File: src/rtl/bitonic_uart_ctrl_if.sv
// Bundle of the UART receive, sorter and UART transmit signals seen by the frame controller.
// The slave modport is the controller; the master modport is its surroundings.
interface bitonic_uart_ctrl_if #(
  parameter int N = 8,
  parameter int W = 8
);
  logic [W-1:0]   rx_data;
  logic           rx_valid;
  logic           rx_end;
  logic           sort_start;
  logic [N*W-1:0] sort_in;
  logic           sort_done;
  logic [N*W-1:0] sort_out;
  logic [W-1:0]   tx_data;
  logic           tx_valid;
  logic           tx_ready;
  logic           busy;
  logic           overrun;

  modport master (
    output rx_data, rx_valid, rx_end, sort_done, sort_out, tx_ready,
    input  sort_start, sort_in, tx_data, tx_valid, busy, overrun
  );

  modport slave (
    input  rx_data, rx_valid, rx_end, sort_done, sort_out, tx_ready,
    output sort_start, sort_in, tx_data, tx_valid, busy, overrun
  );
endinterface

File: src/rtl/bitonic_uart_ctrl.sv
// Frame controller: gathers UART bytes up to an 0x03 marker or N entries, runs the bitonic
// sorter, then streams the valid sorted bytes plus a trailing 0x03 to the transmitter.
module bitonic_uart_ctrl #(
  parameter int           N   = 8,
  parameter int           W   = 8,
  parameter logic [W-1:0] PAD = 8'hFF
) (
  input  logic               clk,
  input  logic               rst,
  bitonic_uart_ctrl_if.slave bus
);
  localparam int           IW     = $clog2(N);
  localparam int           CW     = $clog2(N) + 1;
  localparam logic [W-1:0] MARKER = 8'h03;

  localparam logic [1:0] S_LOAD  = 2'd0;
  localparam logic [1:0] S_START = 2'd1;
  localparam logic [1:0] S_WAIT  = 2'd2;
  localparam logic [1:0] S_SEND  = 2'd3;

  logic [1:0]     r_state;
  logic [CW-1:0]  r_count;
  logic [CW-1:0]  r_idx;
  logic [W-1:0]   r_buf [N];
  logic [W-1:0]   r_res [N];
  logic [W-1:0]   r_tx_data;
  logic           r_tx_valid;
  logic           r_overrun;

  logic [CW-1:0]  w_next_idx;
  logic           w_tx_fire;
  logic [N*W-1:0] w_sort_in;

  assign w_next_idx = r_idx + 1'b1;
  assign w_tx_fire  = r_tx_valid && bus.tx_ready;

  // NOTE: always_comb outputs get a full default before the loop so no latch can be inferred.
  always_comb begin
    w_sort_in = '0;
    for (int i = 0; i < N; i++) begin
      w_sort_in[i*W +: W] = r_buf[i];
    end
  end

  // NOTE: all state registers update with non-blocking assignments so every read sees pre-edge values.
  always_ff @(posedge clk or posedge rst) begin
    if (rst) begin
      r_state    <= S_LOAD;
      r_count    <= '0;
      r_idx      <= '0;
      r_tx_data  <= '0;
      r_tx_valid <= 1'b0;
      r_overrun  <= 1'b0;
      // NOTE: these arrays are reset on purpose; unsent slots must read as PAD from the first frame on.
      for (int i = 0; i < N; i++) begin
        r_buf[i] <= PAD;
        r_res[i] <= '0;
      end
    end else begin
      // Any byte arriving outside LOAD is dropped and flagged one cycle later.
      r_overrun <= bus.rx_valid && (r_state != S_LOAD);

      case (r_state)
        S_LOAD: begin
          if (bus.rx_valid) begin
            if (bus.rx_end) begin
              if (r_count != '0) r_state <= S_START;
            end else if (r_count < CW'(N)) begin
              r_buf[r_count[IW-1:0]] <= bus.rx_data;
              r_count                <= r_count + 1'b1;
              if (r_count == CW'(N - 1)) r_state <= S_START;
            end
          end
        end

        S_START: r_state <= S_WAIT;

        S_WAIT: begin
          if (bus.sort_done) begin
            for (int i = 0; i < N; i++) begin
              r_res[i] <= bus.sort_out[i*W +: W];
            end
            r_idx      <= '0;
            r_tx_data  <= bus.sort_out[W-1:0];
            r_tx_valid <= 1'b1;
            r_state    <= S_SEND;
          end
        end

        S_SEND: begin
          if (w_tx_fire) begin
            // r_idx == r_count means the terminator is the byte just accepted.
            if (r_idx == r_count) begin
              r_tx_valid <= 1'b0;
              r_tx_data  <= '0;
              r_count    <= '0;
              r_idx      <= '0;
              r_state    <= S_LOAD;
              for (int i = 0; i < N; i++) begin
                r_buf[i] <= PAD;
              end
            end else begin
              r_idx     <= w_next_idx;
              r_tx_data <= (w_next_idx == r_count) ? MARKER : r_res[w_next_idx[IW-1:0]];
            end
          end
        end

        default: r_state <= S_LOAD;
      endcase
    end
  end

  assign bus.sort_start = (r_state == S_START);
  assign bus.sort_in    = w_sort_in;
  assign bus.tx_data    = r_tx_data;
  assign bus.tx_valid   = r_tx_valid;
  assign bus.busy       = (r_state != S_LOAD);
  assign bus.overrun    = r_overrun;
endmodule

File: src/flat_wrapper.sv
// flat-port wrapper written by rule: the top's interface ports become plain ports
module bitonic_uart_ctrl_flat 
#(
  parameter int           N   = 8,
  parameter int           W   = 8,
  parameter logic [W-1:0] PAD = 8'hFF
)
  (clk, rst, bus_rx_data, bus_rx_valid, bus_rx_end, bus_sort_done, bus_sort_out, bus_tx_ready, bus_sort_start, bus_sort_in, bus_tx_data, bus_tx_valid, bus_busy, bus_overrun);
  bitonic_uart_ctrl_if #(.N(N), .W(W)) bus_i ();
  input  logic clk;
  input  logic rst;
  input wire logic [$bits(bus_i.rx_data)-1:0] bus_rx_data;
  input wire logic [$bits(bus_i.rx_valid)-1:0] bus_rx_valid;
  input wire logic [$bits(bus_i.rx_end)-1:0] bus_rx_end;
  input wire logic [$bits(bus_i.sort_done)-1:0] bus_sort_done;
  input wire logic [$bits(bus_i.sort_out)-1:0] bus_sort_out;
  input wire logic [$bits(bus_i.tx_ready)-1:0] bus_tx_ready;
  output wire logic [$bits(bus_i.sort_start)-1:0] bus_sort_start;
  output wire logic [$bits(bus_i.sort_in)-1:0] bus_sort_in;
  output wire logic [$bits(bus_i.tx_data)-1:0] bus_tx_data;
  output wire logic [$bits(bus_i.tx_valid)-1:0] bus_tx_valid;
  output wire logic [$bits(bus_i.busy)-1:0] bus_busy;
  output wire logic [$bits(bus_i.overrun)-1:0] bus_overrun;
  assign bus_i.rx_data = bus_rx_data;
  assign bus_i.rx_valid = bus_rx_valid;
  assign bus_i.rx_end = bus_rx_end;
  assign bus_i.sort_done = bus_sort_done;
  assign bus_i.sort_out = bus_sort_out;
  assign bus_i.tx_ready = bus_tx_ready;
  assign bus_sort_start = bus_i.sort_start;
  assign bus_sort_in = bus_i.sort_in;
  assign bus_tx_data = bus_i.tx_data;
  assign bus_tx_valid = bus_i.tx_valid;
  assign bus_busy = bus_i.busy;
  assign bus_overrun = bus_i.overrun;
  bitonic_uart_ctrl #(.N(N), .W(W), .PAD(PAD)) u_core (.clk(clk), .rst(rst), .bus(bus_i));
endmodule
File: config.mk
export PLATFORM = sky130hd
export DESIGN_NAME = bitonic_uart_ctrl_flat
export DESIGN_NICKNAME = d
export VERILOG_FILES = /design/src/rtl/bitonic_uart_ctrl_if.sv /design/src/rtl/bitonic_uart_ctrl.sv /design/src/flat_wrapper.sv
export SDC_FILE = /design/constraint.sdc
export NUM_CORES = 1
export LEC_CHECK = 0
export BUFFER_PORTS_ARGS = -buffer_cell sky130_fd_sc_hd__buf_2
export CAP_MARGIN = 0
export CORE_AREA = 2 2 120 122
export CTS_CLUSTER_DIAMETER = 150
export CTS_CLUSTER_SIZE = 16
export DETAILED_ROUTE_END_ITERATION = 10
export DIE_AREA = 0 0 122 124
export GPL_ROUTABILITY_DRIVEN = 0
export PLACE_DENSITY = 0.72
export SKIP_CTS_REPAIR_TIMING = 1
export SLEW_MARGIN = 20
export SYNTH_ARGS = -nofsm -noshare
export SYNTH_HDL_FRONTEND = slang
export SYNTH_SLANG_ARGS = --single-unit
File: constraint.sdc
create_clock -name clk -period 12.01 [get_ports clk]
set_clock_uncertainty 0.15 [all_clocks]
set_input_delay 1.8015 -clock clk [delete_from_list [all_inputs] [get_ports clk]]
set_output_delay 1.8015 -clock clk [all_outputs]
set_load 0.02 [all_outputs]
==> results.ini <==
[critical_path]
crit_buf_inv = 1
end_kind = flop
reg2regPathDepth = 5
worst_ep_required_time_ps = 12210
crit_cells = 5
crit_chain = buf_2 -> or3b_1 -> a221o_1 -> a21oi_4 -> mux2_2
cp_slowest_cell = a221o_1
cp_max_fo = 12
cp_data_arrival_time_ps = 3770
critical_path.max_stage_delay_ps = 650
crit_family = compound AO/OA/AOI/OAI gates
crit_type = input pin to flop
startpoint_type = input pin

[synthesis]
yosysTopAreaCell = dfrtp_1
ys_seq_area_share_pct = 56.71
avgSynthCellArea_um2 = 14.60
netlist_area_mm2 = 0.006671
synth-seq-cells = 148
synth_nets = 542
synth_edf_count = 0
synth_most_common_cell = mux2_2
yosys.cell_types.count = 38
synth-async-reset-ratio_pct = 100.0
ys.flop_type = dfrtp_1
yosysTopAreaCellShare_pct = 31.51
yosys_warnings = 0
synthTopCellsByCount = 135 x mux2_2, 84 x dfrtp_1, 64 x dfstp_2
syn_inst = 457
ys_top_cells_by_area = dfrtp_1 32%, dfstp_2 25%, mux2_2 23%, mux4_2 4.4%, a21oi_4 2.0%

[global_route]
antenna_found_initial = 0
grtUsageTotal_pct = 20.40
overflow = 0
grt_max_degree = 86
grt_pass1_vias = 4494
grt_pass1_wl_um = 23140

[sta]
setup_tns_ps = 0
setup_slack_ps = 8434
max_slew_margin_pct = 34.17
slew_viol_final = 0
timing.fmax_ghz = 0.2796
finalCriticalPeriod_ps = 3576
whs_ps = 323.1
fin_crit_sh_pct = 29.78
rsz0062_at_grt = no
setup_violations = 0
worstMarginPinSlew_ps = 987.5
hold_violations = 0

[cells_and_area]
fin_util_pct = 59.49
diodes = 0
design_area_mm2 = 0.008162
final-instance-count-excl-fill = 798
syn_to_final_growth_pct = 22.34
fin_nets = 691
drive_gt1_share_pct = 67.64

[min_path]
holdPathStages = 2
min_path_type = flop to flop

[cts]
root_buffer = clkbuf_16
clk-insertion-delay-late_ps = 430
h-tree-depth = 4
cts_tree = done
clockBufferDepth = 2
cts.clk_slew.worst_paths_ps = 60
numCtsBuffers = 17
cts_sinks = 148

[die]
initial_utilization_pct = 48.63
rows = 43
die_area_mm2 = 0.01513
core-area_mm2 = 0.01372
dieWidth_um = 122
io-pin-count = 154
die_h_um = 124

[flow_run]
cap_violations = 0

[power]
ir_worst_vdd_mv = 0.1376
powerDensity_mw_per_mm2 = 311.8
finalPower_mw = 2.544
p_leak_nw = 3.542

[placed_design]
place_area_mm2 = 0.007586
dp.cells = 767
port_buffers = 153
dp_hpwl_um = 10390
pre_cts_ws_ps = 8015

[detailed_routing]
drt_iter0_markers = 196
drc = 0
dr.pass1.iters = 4
routed-via-count = 4268
routed_wirelength_um = 14690
antenna_left = 0
avgViaCountPerCell = 5.348
wl_per_cell_um = 18.41

[run_status]
status = complete, no violations

-- per-layer routing --
| metal | wire length, um | global-route usage, % | up-vias |
|---|---|---|---|
| li1 | - | - | 1940 |
| met1 | 6125 | 25.64 | 2192 |
| met2 | 7488 | 33.41 | 119 |
| met3 | 859 | 7.005 | 17 |
| met4 | 217 | 6.466 | 0 |
| met5 | 0 | 0 | - |
-- logic make-up after synthesis --
kind of cell             after synthesis  share of synthesized area, %
AND/OR/NAND/NOR                       56                         4.033
flip-flops                           148                         56.71
buffers and inverters                 38                         2.326
adder cells (fa/ha/maj)                7                         1.313
XOR/XNOR                               8                         1.050
AO/OA/AOI/OAI                         46                         5.758
multiplexers                         154                         28.81
-- sequential cells by signal, indices dropped and copies added, names as in the netlist --
signal	cells
u_core.bus.tx_valid	1
u_core.bus.sort_in	64
u_core.bus.tx_data	8
u_core.r_state	2
u_core.r_idx	4
u_core.r_res	64
u_core.r_count	4
u_core.bus.overrun	1
-- layout by cell type, fill, tap and decap left out, types with 3 or more instances in the layout --
cell type	count
or2_2	8
dfstp_2	64
dfrtp_1	84
a21oi_1	6
buf_4	3
buf_2	153
mux2_2	135
clkbuf_16	19
nor3_1	4
mux4_2	13
a21oi_4	8
o21ai_0	15
ha_1	7
clkinv_2	5
nor2_1	8
mux4_1	3
nand3_1	5
inv_1	9
a32oi_1	6
nand2b_1	3
mux2i_1	3
xor2_1	6
nand2_1	20
a21o_1	3
-- power breakdown --
group	total (mW)	internal (mW)	switching (mW)
Sequential	0.977	0.832	0.145
Clock	0.510	0.312	0.198
Combinational	1.06	0.492	0.567
-- worst paths after layout --
check | start | to | slack [ps]
max in group asynchronous | rst | u_core.r_res[39]$_DFFE_PP0P_ | 9260
hold / removal | u_core.bus.tx_data[7]$_DFFE_PP0P_ | u_core.bus.tx_data[7]$_DFFE_PP0P_ | 320
hold reg to reg | u_core.bus.tx_data[7]$_DFFE_PP0P_ | u_core.bus.tx_data[7]$_DFFE_PP0P_ | 320
min in group asynchronous | rst | u_core.r_count[3]$_DFFE_PP0P_ | 1320
setup reg to reg | u_core.r_state[1]$_DFFE_PP0P_ | u_core.bus.sort_in[5]$_DFFE_PP1P_ | 8900
setup / recovery | bus_rx_end | u_core.bus.sort_in[5]$_DFFE_PP1P_ | 8430
-- worst reg2reg max path: cells and delay by family, from the launching register on --
| kind | cells | cell delay [ps] |
|---|---|---|
| muxes | 1 | 340 |
| DFF | 1 | 380 |
| AOI/OAI and AO/OA | 3 | 1480 |
| adders and majority gates | 1 | 690 |
-- area by class of cell --
cell class	count	area, um2
fill	1093	5558
tap	180	225.2
timing repair buffer	157	799.5
multi-input combinational	271	2735
clock inverter	9	75.07
inverter	11	46.29
clock buffer	22	496.7
sequential	148	3784
Power figures use the tool's default switching activity.
